--- src/rtl/alu_arbiter.sv ---
// alu_arbiter: round-robin arbiter that shares one combinational ALU between
// two requesters. A granted operation is latched into the alu_* registers,
// the ALU result is captured one cycle later, and it is returned as a tagged,
// back-pressurable response. Opcodes the ALU does not implement are flagged.
module alu_arbiter #(
    parameter logic [7:0] ALU_SUB_IMM = 8'h01,
    parameter logic [7:0] ALU_ADD_IMM = 8'h03,
    parameter logic [7:0] ALU_OR_IMM  = 8'h08,
    parameter logic [7:0] ALU_AND_IMM = 8'h0A,
    parameter logic [7:0] ALU_XOR_IMM = 8'h0C
) (
    input  logic       clk,
    input  logic       rst,
    input  logic       req0_valid,
    output logic       req0_ready,
    input  logic [7:0] req0_opcode,
    input  logic [7:0] req0_operand_0,
    input  logic [7:0] req0_operand_1,
    input  logic       req1_valid,
    output logic       req1_ready,
    input  logic [7:0] req1_opcode,
    input  logic [7:0] req1_operand_0,
    input  logic [7:0] req1_operand_1,
    output logic [7:0] alu_opcode,
    output logic [7:0] alu_operand_0,
    output logic [7:0] alu_operand_1,
    input  logic [7:0] alu_result,
    output logic       rsp_valid,
    input  logic       rsp_ready,
    output logic       rsp_id,
    output logic [7:0] rsp_result,
    output logic       rsp_illegal
);

    typedef enum logic [1:0] {
        ST_IDLE = 2'd0,
        ST_BUSY = 2'd1,
        ST_DONE = 2'd2
    } state_t;

    state_t     r_state;
    logic       r_last_grant;
    logic [7:0] r_alu_opcode;
    logic [7:0] r_alu_operand_0;
    logic [7:0] r_alu_operand_1;
    logic       r_rsp_valid;
    logic       r_rsp_id;
    logic [7:0] r_rsp_result;
    logic       r_rsp_illegal;

    logic       w_can_grant;
    logic       w_winner;
    logic       w_grant;
    logic [7:0] w_sel_opcode;
    logic [7:0] w_sel_operand_0;
    logic [7:0] w_sel_operand_1;

    // True when the opcode is not one of the five operations the ALU implements.
    function automatic logic f_is_illegal(input logic [7:0] op);
        logic illegal;
        case (op)
            ALU_SUB_IMM, ALU_ADD_IMM, ALU_OR_IMM,
            ALU_AND_IMM, ALU_XOR_IMM: illegal = 1'b0;
            default:                  illegal = 1'b1;
        endcase
        return illegal;
    endfunction

    // Grant decision: a grant may happen from IDLE, or from DONE in the cycle the
    // response is consumed; contention goes to the requester not granted last.
    always_comb begin
        w_can_grant = 1'b0;
        w_winner    = 1'b0;
        if (rst) begin
            w_can_grant = 1'b0;
        end else if (r_state == ST_IDLE) begin
            w_can_grant = 1'b1;
        end else if ((r_state == ST_DONE) && rsp_ready) begin
            w_can_grant = 1'b1;
        end else begin
            w_can_grant = 1'b0;
        end
        if (req0_valid && req1_valid) begin
            w_winner = ~r_last_grant;
        end else if (req1_valid) begin
            w_winner = 1'b1;
        end else begin
            w_winner = 1'b0;
        end
    end

    assign w_grant         = w_can_grant & (req0_valid | req1_valid);
    assign req0_ready      = w_grant & ~w_winner;
    assign req1_ready      = w_grant & w_winner;
    assign w_sel_opcode    = w_winner ? req1_opcode    : req0_opcode;
    assign w_sel_operand_0 = w_winner ? req1_operand_0 : req0_operand_0;
    assign w_sel_operand_1 = w_winner ? req1_operand_1 : req0_operand_1;

    // Latch the winning operation and remember who won; hold otherwise.
    always_ff @(posedge clk) begin
        if (rst) begin
            r_alu_opcode    <= 8'h00;
            r_alu_operand_0 <= 8'h00;
            r_alu_operand_1 <= 8'h00;
            r_last_grant    <= 1'b1;
        end else if (w_grant) begin
            r_alu_opcode    <= w_sel_opcode;
            r_alu_operand_0 <= w_sel_operand_0;
            r_alu_operand_1 <= w_sel_operand_1;
            r_last_grant    <= w_winner;
        end else begin
            r_alu_opcode    <= r_alu_opcode;
            r_alu_operand_0 <= r_alu_operand_0;
            r_alu_operand_1 <= r_alu_operand_1;
            r_last_grant    <= r_last_grant;
        end
    end

    // Sequencer: IDLE -> BUSY (ALU evaluates) -> DONE (response held until taken).
    always_ff @(posedge clk) begin
        if (rst) begin
            r_state       <= ST_IDLE;
            r_rsp_valid   <= 1'b0;
            r_rsp_id      <= 1'b0;
            r_rsp_result  <= 8'h00;
            r_rsp_illegal <= 1'b0;
        end else begin
            case (r_state)
                ST_IDLE: begin
                    r_state <= w_grant ? ST_BUSY : ST_IDLE;
                end
                ST_BUSY: begin
                    r_rsp_result  <= alu_result;
                    r_rsp_id      <= r_last_grant;
                    r_rsp_illegal <= f_is_illegal(r_alu_opcode);
                    r_rsp_valid   <= 1'b1;
                    r_state       <= ST_DONE;
                end
                ST_DONE: begin
                    if (rsp_ready) begin
                        r_rsp_valid <= 1'b0;
                        r_state     <= w_grant ? ST_BUSY : ST_IDLE;
                    end else begin
                        r_state     <= ST_DONE;
                    end
                end
                default: begin
                    r_state     <= ST_IDLE;
                    r_rsp_valid <= 1'b0;
                end
            endcase
        end
    end

    assign alu_opcode    = r_alu_opcode;
    assign alu_operand_0 = r_alu_operand_0;
    assign alu_operand_1 = r_alu_operand_1;
    assign rsp_valid     = r_rsp_valid;
    assign rsp_id        = r_rsp_id;
    assign rsp_result    = r_rsp_result;
    assign rsp_illegal   = r_rsp_illegal;

endmodule

--- config.mk ---
export PLATFORM = sky130hd
export DESIGN_NAME = alu_arbiter
export DESIGN_NICKNAME = d
export VERILOG_FILES = /design/src/rtl/alu_arbiter.sv
export SDC_FILE = /design/constraint.sdc
export NUM_CORES = 1
export LEC_CHECK = 0
export BUFFER_PORTS_ARGS = -buffer_cell sky130_fd_sc_hd__clkbuf_2
export CAP_MARGIN = 20
export CORE_ASPECT_RATIO = 1.5
export CORE_MARGIN = 3
export CORE_UTILIZATION = 39
export CTS_BUF_LIST = sky130_fd_sc_hd__clkbuf_16
export DETAILED_ROUTE_END_ITERATION = 10
export GPL_TIMING_DRIVEN = 0
export PLACE_DENSITY_LB_ADDON = 0.12
export SLEW_MARGIN = 5
export SYNTH_ARGS = -nofsm -noshare
export SYNTH_HDL_FRONTEND = slang
export SYNTH_SLANG_ARGS = --single-unit
--- constraint.sdc ---
create_clock -name clk -period 1.7 [get_ports clk]
set_input_delay 0.255 -clock clk [delete_from_list [all_inputs] [get_ports clk]]
set_output_delay 0.255 -clock clk [all_outputs]
set_load 0.005 [all_outputs]
==> metrics.csv, run 1 <==
metric,value,unit
status,"finished, violations left",
violations,negative setup slack,
slew_headroom,72.9,%
yosys.area.top_type,dfxtp_1,
dp_worst_setup_slack,-266,ps
final.setup.tns,-13.0,ps
cts_max_path_buffers,2,
ys_types,24,
reg2reg_slack,70,ps
grt_overflow,0,
fmax,0.584,GHz
post-synth-top-count-cell,nand2_1,
reg2regPathDepth,5,
htreeDepth,2,
io_pins,98,
die_h,85.7,um
areaGrowthSynthToFinish,52.7,%
setup_viol,1,
internal_power,1.76,mW
nets,354,
die-area,5060,um2
synth_area_per_cell,9.07,um2
ys_seq_elements,38,
peakVddDrop,0.808,mV
root_buffer,clkbuf_16,
worstHoldStart,alu_result[6],
coreArea,3990,um2
grt_pass1_vias,1726,
p_clk_share,36.6,%
period_share,101,%
place_hpwl,3.55,mm
rr_endpoint,alu_opcode[3],
drc_errors,0,
cp.required,1440,ps
leakagePower,1.20,nW
switching_share,25.3,%
fin_skew,4.06,ps
p_per_area,937,nW/um2
diodes,0,
end_kind,primary output,
holdPathStages,3,
synth.net_count,243,
holdBufCountCts,0,
gp_congestion,0.769,
num_rows,28,
drt_iter0_drc,31,
rsz0062_at_grt,true,
synth_ff_type,dfxtp_1,
finalWorstSetupSlack,-13.0,ps
grt_most_used_layer,met2,
grt_max_degree,13,
wl_per_cell,13.8,um
yosysTopAreaCellShare,46.1,%
die_w,59.1,um
viasPerCell,5.24,
reg2reg_from,r_state[1],
initial_core_util,41.3,%
maxSlewViolCount,0,
synth_area_leaders,"dfxtp_1, a221o_2, nor4_1",
hold_viol,0,
share_seq_of_total_power,43.5,%
grt_usage,18.7,%
fillers,366,
cts.sinks,38,
cts_tree,built,
drt-total-wl,4.68,mm
arrival,1460,ps
synth_cells,182,
hold_path_class,input port to flip-flop,
combPwrFrac,19.9,%
seq_area_frac_synth,46.1,%
criticalPathCategory,flip-flop to primary output,
multi_input_area,831,um2
use_met3,6.33,%
final_layout_size_suffix_gt1_share,52.4,%
synthesis.area,1650,um2
antenna_found_initial,0,
drv_cap,0,
worstMarginPinSlew,407,ps
fin_crit,1710,ps
insertion_delay,270,ps
gr-usage-met2,33.9,%
use_met1,18.7,%
hold_slack,199,ps
min_to,rsp_result[6],
total_power,2.36,mW
ys.warnings.count,0,
clkTransAtPathRegs,60,ps
ff_latch_area,769,um2
dr.pass1.iters,4,
vias,1775,
drtAntennaViolNets,0,
grt_pass1_wl,7.39,mm
numPortBuffers,96,
worst_setup_path_start_kind,flip-flop,
synthTopCellsByCount,"nand2_1, dfxtp_1, nor4_1",
p_sw,596,uW
synth-async-reset-ratio,0,%
numCtsBuffers,5,
synth_edf_count,0,
critical_path.max_fanout,4,
metal layers:
| metal | vias up | share of wire, % |
|---|---|---|
| met5 | - | 0 |
| met4 | 0 | 1.9 |
| met3 | 8 | 8.6 |
| met2 | 73 | 52 |
| met1 | 795 | 37 |
| li1 | 899 | - |
sequential cells by signal (all words and copies together), names as in the netlist:
signal / flops
alu_operand_0: 8
rsp_result: 8
rsp_valid: 1
rsp_id: 1
alu_opcode: 8
rsp_illegal: 1
r_last_grant: 1
r_state: 2
alu_operand_1: 8
area by class of cell:
type | count | share of cell area [%]
tap | 45 | 2.23
inverter | 3 | 0.447
clock buffer | 5 | 4.97
multi-input combinational | 122 | 33.0
buffer | 18 | 6.31
sequential | 38 | 30.5
timing repair buffer | 105 | 21.9
clock inverter | 3 | 0.645
worst max-delay path, stage by stage (launching register included):
cell       delay [ps]
dfxtp_4           330
or2_1             210
buf_6             140
a2111oi_4         260
buf_6             160
buf_6              80
how the worst max path moves through the flow:
stage | to | slack, ps | start
finish | req1_ready | -10 | r_state[0]
global route | req1_ready | -70 | r_state[0]
CTS | req1_ready | -40 | r_state[0]
detailed placement | req1_ready | -270 | rst
global placement | req1_ready | -260 | rst
floorplan | req1_ready | 60 | r_state[0]
per-stage QoR:
stage / instances / utilization, % / cell area [um2]
after floorplan: 182 / - / 1650
after global placement: 323 / 54.8 / 2190
after detailed placement: 323 / 54.8 / 2190
after CTS: 337 / 61.4 / 2450
after global routing: 339 / 63.1 / 2520
final: 339 / 63.1 / 2520
power by group through the flow:
stage	registers [mW]	logic, mW	clock network (mW)
after floorplan	1.05	0.214	0
after global placement	1.05	0.409	0
after detailed placement	1.05	0.412	0
after CTS	1.03	0.452	0.884
after global routing	1.04	0.519	0.924
final	1.03	0.469	0.864
cell families (layout without fill, tap and decap cells):
family	after synthesis	in the layout	synth area share, %
AND/OR/NAND/NOR	80	80	23.2
AO/OA/AOI/OAI	41	41	23.4
flip-flops	38	38	46.1
buffers and inverters	22	134	6.60
multiplexers	1	1	0.682
what timing repair did:
item | CTS | global route
gates cloned | 0 | 1
pin swaps | 3 | 1
setup buffers | 6 | 2
setup endpoints to repair | 22 | 22
gates resized for setup | 24 | 20
layout by cell type, fill, tap and decap left out:
cell type	synthesis	routed
or2b_1	1	1
clkbuf_16	0	6
a221o_2	16	16
nor2b_1	3	1
a21oi_1	10	10
o211a_1	1	1
dfxtp_2	0	1
clkbuf_1	12	4
or3_1	1	1
clkinv_1	0	1
buf_4	0	8
nor4_2	0	4
clkbuf_2	0	99
a2111oi_4	1	1
mux2_2	1	1
dfxtp_1	38	35
nor2b_4	0	1
or2_1	1	1
nor2_1	5	5
o21ai_0	1	1
nor4_1	26	21
nor4_4	0	1
a311oi_1	1	1
clkinv_2	0	1
buf_6	3	8
clkinvlp_4	0	1
nand2_1	42	42
buf_8	0	1
nor3_1	1	1
o31a_1	2	2
inv_1	3	3
nor2b_2	0	1
a21boi_0	1	1
a221o_1	8	8
buf_2	3	2
dfxtp_4	0	2
Power figures use the tool's default switching activity.
==> inputs of run 2 (changes only) <==
--- a/config.mk
+++ b/config.mk
@@ -7,3 +7,2 @@
 export LEC_CHECK = 0
-export BUFFER_PORTS_ARGS = -buffer_cell sky130_fd_sc_hd__clkbuf_2
 export CAP_MARGIN = 20
@@ -11,5 +10,6 @@
 export CORE_MARGIN = 3
-export CORE_UTILIZATION = 39
+export CORE_UTILIZATION = 55
 export CTS_BUF_LIST = sky130_fd_sc_hd__clkbuf_16
 export DETAILED_ROUTE_END_ITERATION = 10
+export DONT_BUFFER_PORTS = 1
 export GPL_TIMING_DRIVEN = 0
==> constraint.sdc (replaced) <==
create_clock -name clk -period 1.7 [get_ports clk]
set_input_delay 0.085 -clock clk [delete_from_list [all_inputs] [get_ports clk]]
set_output_delay 0.085 -clock clk [all_outputs]
set_load 0.005 [all_outputs]
==> run 2 against run 1 <==
Effect of this change: the run now ends clean; sequential power barely moved; cell area decreased by 9.2%; utilization rose by 20 points; global-route usage increased by 9.8 points; cell count fell by 21%; die area decreased by 27%; worst setup slack improved by 67 ps; via count shrank 4.6%; critical path type is now flip-flop to flip-flop.
==> metrics.csv, run 2 (synthesized netlist as in run 1, its figures left out) <==
metric,value,unit
status,"complete, no violations",
criticalPathCategory,flip-flop to flip-flop,
worst_setup_path_start_kind,flip-flop,
reg2reg_slack,50,ps
place_hpwl,3.19,mm
reg2regPathDepth,5,
root_buffer,clkbuf_16,
hold_path_class,input port to flip-flop,
coreArea,2760,um2
grt_max_degree,12,
rr_endpoint,alu_operand_1[4],
maxSlewViolCount,0,
fmax,0.607,GHz
num_rows,23,
final.setup.tns,0,ps
crit_path_frequent_cell,buf_6,
viasPerCell,6.34,
critPathLaunch,r_state[1],
areaGrowthSynthToFinish,38.7,%
cts_max_path_buffers,2,
drv_cap,0,
wl_per_cell,20.1,um
path_cells,"nor2b_4, buf_6, o31a_1, buf_6, a221o_2",
die-area,3710,um2
drc_errors,0,
numCtsBuffers,5,
insertion_delay,270,ps
final_layout_size_suffix_gt1_share,21.3,%
crit_buf_inv,2,
layout_common_cells,"nand2_1, dfxtp_1, dlygate4sd3_1, nor4_1, a221o_2",
drt-total-wl,5.36,mm
cts.sinks,38,
placed_area,1700,um2
die_h,73.1,um
path_depth,5,
grt_pass1_wl,8.08,mm
die_w,50.7,um
diodes,0,
vias,1693,
slew_headroom,64.7,%
fin_crit,1650,ps
antenna_found_initial,0,
drtAntennaViolNets,0,
grt_usage,28.4,%
io_pins,98,
p_per_area,1000,nW/um2
drt_iter0_drc,58,
final_common_cell,nand2_1,
reg2reg_from,r_state[1],
fillers,178,
critPathMaxStageDelay,400,ps
final_cell_area,2290,um2
dr.pass1.iters,4,
gp_congestion,0.731,
grt_pass1_vias,1739,
cp.required,1860,ps
numPortBuffers,0,
clkTransAtPathRegs,50,ps
hold_slack,20.5,ps
critPathSlowestCell,o31a_1,
cts_tree,built,
end_kind,flip-flop,
setup_viol,0,
htreeDepth,2,
ff_latch_area,764,um2
endpoint,alu_operand_1[4],
critical_path.max_fanout,10,
peakVddDrop,0.760,mV
period_share,96.8,%
arrival,1800,ps
crit_family,compound AO/OA/AOI/OAI gates,
nets,291,
dp_cells,219,
hold_viol,0,
fin_skew,2.99,ps
worstMarginPinSlew,530,ps
initial_core_util,59.7,%
grt_overflow,0,
leakagePower,0.904,nW
multi_input_area,810,um2
fin_cells,267,
## run 2: cell count changes in the layout (fill, tap and decap cells not counted), moves of 2 or more
cell and change:
clkbuf_1 +3, dfxtp_1 +2, nor4_2 -3, clkbuf_2 -96
buf_4 -2, nor4_1 +3, dlygate4sd3_1 +33
## run 2: layout make-up
| class | count | area share (%) |
|---|---|---|
| Sequential cell | 38 | 33.4 |
| Multi-Input combinational cell | 122 | 35.4 |
| Clock inverter | 2 | 0.437 |
| Tap cell | 37 | 2.02 |
| Timing Repair Buffer | 41 | 17.4 |
| Inverter | 3 | 0.492 |
| Clock buffer | 5 | 5.47 |
| Buffer | 19 | 5.41 |
## run 2: what timing repair did
| item | CTS | global route |
|---|---|---|
| gates cloned | 0 | 2 |
| pin swaps | 3 | 1 |
| hold buffers | 33 | 0 |
| buffers inserted | 2 | 4 |
| endpoints found under the hold margin | 34 | 0 |
| endpoints found under the setup margin | 21 | 22 |
| gates resized for setup | 6 | 24 |
## run 2: metrics by stage
| step | setup WS (ps) | power [mW] | util (%) |
|---|---|---|---|
| final | 53.9 | 2.29 | 82.8 |
| after global routing | -8.99 | 2.38 | 82.8 |
| after CTS | 4.52 | 2.25 | 79.3 |
| after detailed placement | -123 | 1.33 | 61.4 |
| after global placement | -76.5 | 1.31 | 61.4 |
| after floorplan | 118 | 1.26 | - |
## run 2: how the worst min path moves through the flow
stage                           from           to  slack, ps  depth (start not counted)
after floorplan                  rst  rsp_illegal        160                          1
after detailed placement         rst  rsp_illegal        160                          1
after CTS                        rst    rsp_valid          9                          2
final                     req1_valid   r_state[0]         20                          2
after global routing             rst    rsp_valid         40                          2
after global placement           rst  rsp_illegal        160                          1
## run 2: routing by layer
layer	track usage, %	routed length (um)	part of all wire (%)
met5	0	0	0
met1	28.7	1830	34
met2	53.8	2960	55
met3	7.77	420	7.8
met4	11.4	142	2.7
## run 2: power by group
group	leakage [nW]	internal, mW	total [mW]	switching [mW]
combinational	0.521	0.199	0.374	0.175
clock	0.0694	0.528	0.860	0.331
sequential	0.314	0.975	1.05	0.0796
==> inputs of run 3 (changes only) <==
Settings changed: HOLD_SLACK_MARGIN set to 0.1.
==> run 3 against run 2 <==
Effect of this change: cell count stayed put; first-iteration DRC count is 8.6% lower; combinational power is essentially flat; critical path type unchanged; largest power group unchanged.
==> metrics.csv, run 3 (synthesized netlist as in run 1, its figures left out) <==
metric,value,unit
arrival,1810,ps
peakVddDrop,0.768,mV
critical_path.max_fanout,10,
insertion_delay,270,ps
ff_latch_area,764,um2
antenna_found_initial,0,
reg2regPathDepth,5,
dp_worst_setup_slack,-123,ps
critPathLaunch,r_state[1],
areaGrowthSynthToFinish,39.0,%
coreArea,2760,um2
period_share,97.0,%
die_h,73.1,um
fillers,173,
initial_core_util,59.7,%
diodes,0,
wl_per_cell,19.9,um
drt-total-wl,5.31,mm
grt_usage,28.8,%
nets,291,
vias,1684,
root_buffer,clkbuf_16,
final.setup.tns,0,ps
fin_skew,1.62,ps
finalWorstSetupSlack,50.2,ps
viasPerCell,6.31,
setup_viol,0,
dp_cells,219,
io_pins,98,
die_w,50.7,um
fmax,0.606,GHz
leakagePower,0.903,nW
layout_common_cells,"nand2_1, dfxtp_1, dlygate4sd3_1, nor4_1, a221o_2",
num_rows,23,
dr.pass1.iters,4,
cts.sinks,38,
drtAntennaViolNets,0,
p_per_area,999,nW/um2
gp_congestion,0.731,
slew_headroom,64.9,%
drt_iter0_drc,53,
cts_tree,built,
holdPathStages,3,
drv_cap,0,
end_kind,flip-flop,
fin_cells,267,
grt_overflow,0,
reg2reg_from,r_state[1],
final_layout_size_suffix_gt1_share,20.4,%
grt_max_degree,12,
fin_crit,1650,ps
final_common_cell,nand2_1,
multi_input_area,810,um2
die-area,3710,um2
status,"complete, no violations",
numCtsBuffers,5,
clkTransAtPathRegs,50,ps
drc_errors,0,
cts_max_path_buffers,2,
worstMarginPinSlew,526,ps
hold_viol,0,
place_hpwl,3.19,mm
hold_path_class,input port to flip-flop,
finish.utilization,83.0,%
criticalPathCategory,flip-flop to flip-flop,
grt_pass1_wl,8.20,mm
grt_pass1_vias,1773,
worst_setup_path_start_kind,flip-flop,
maxSlewViolCount,0,
cp.required,1860,ps
worstHoldStart,req0_opcode[0],
numPortBuffers,0,
htreeDepth,2,
run 3: cell types whose count changed in the layout (fill, tap and decap cells not counted):
| cell | change |
|---|---|
| clkbuf_2 | -1 |
| buf_2 | +1 |
| dlygate4sd3_1 | +2 |
| buf_4 | -2 |
run 3: routing by layer:
| layer | global-route usage [%] | up-vias | wire length [um] |
|---|---|---|---|
| met5 | 0 | - | 0 |
| met4 | 12.3 | 0 | 125 |
| met3 | 7.77 | 14 | 394 |
| met2 | 54.2 | 110 | 2880 |
| met1 | 29.0 | 779 | 1910 |
| li1 | - | 781 | - |
run 3: where the power goes:
| group | internal, mW | total, mW | switching (mW) | leakage [nW] |
|---|---|---|---|---|
| Combinational | 0.199 | 0.373 | 0.174 | 0.520 |
| Clock | 0.529 | 0.864 | 0.336 | 0.0694 |
| Sequential | 0.975 | 1.05 | 0.0795 | 0.314 |
| Total | 1.70 | 2.29 | 0.589 | 0.903 |
run 3: worst paths after layout:
path / to / slack, ps
worst max-delay path: alu_operand_1[4] / 50
worst min-delay path: alu_opcode[0] / 180
worst max register to register: alu_operand_1[4] / 50
worst min register to register: rsp_result[1] / 480
run 3: layout make-up:
class	count	area share [%]
multi-input combinational	122	35.3
sequential	38	33.3
timing repair buffer	41	17.6
clock buffer	5	5.46
buffer	19	5.40
tap	37	2.02
inverter	3	0.491
clock inverter	2	0.436
run 3: critical path, cell delays in order, from the launching register on:
cell and delay [ps]:
dfxtp_4 340, nor2b_4 130, buf_6 130, o31a_1 400, buf_6 180, a221o_2 340
run 3: timing repair:
| action | 4_1_cts | 5_1_grt |
|---|---|---|
| pin swaps | 3 | 1 |
| endpoints found under the setup margin | 21 | 21 |
| cloned | 0 | 2 |
| setup buffers | 2 | 2 |
| hold endpoints to repair | 37 | 0 |
| hold buffers | 35 | 0 |
| resized for setup | 6 | 25 |
run 3: per-stage QoR:
| step | hold slack (ps) | instance area, um2 | power [mW] |
|---|---|---|---|
| 2_1_floorplan | 157 | 1650 | 1.26 |
| 3_3_place_gp | 159 | 1700 | 1.31 |
| 3_5_place_dp | 161 | 1700 | 1.33 |
| 4_1_cts | 170 | 2210 | 2.25 |
| 5_1_grt | 195 | 2290 | 2.37 |
| 6_report | 177 | 2290 | 2.29 |
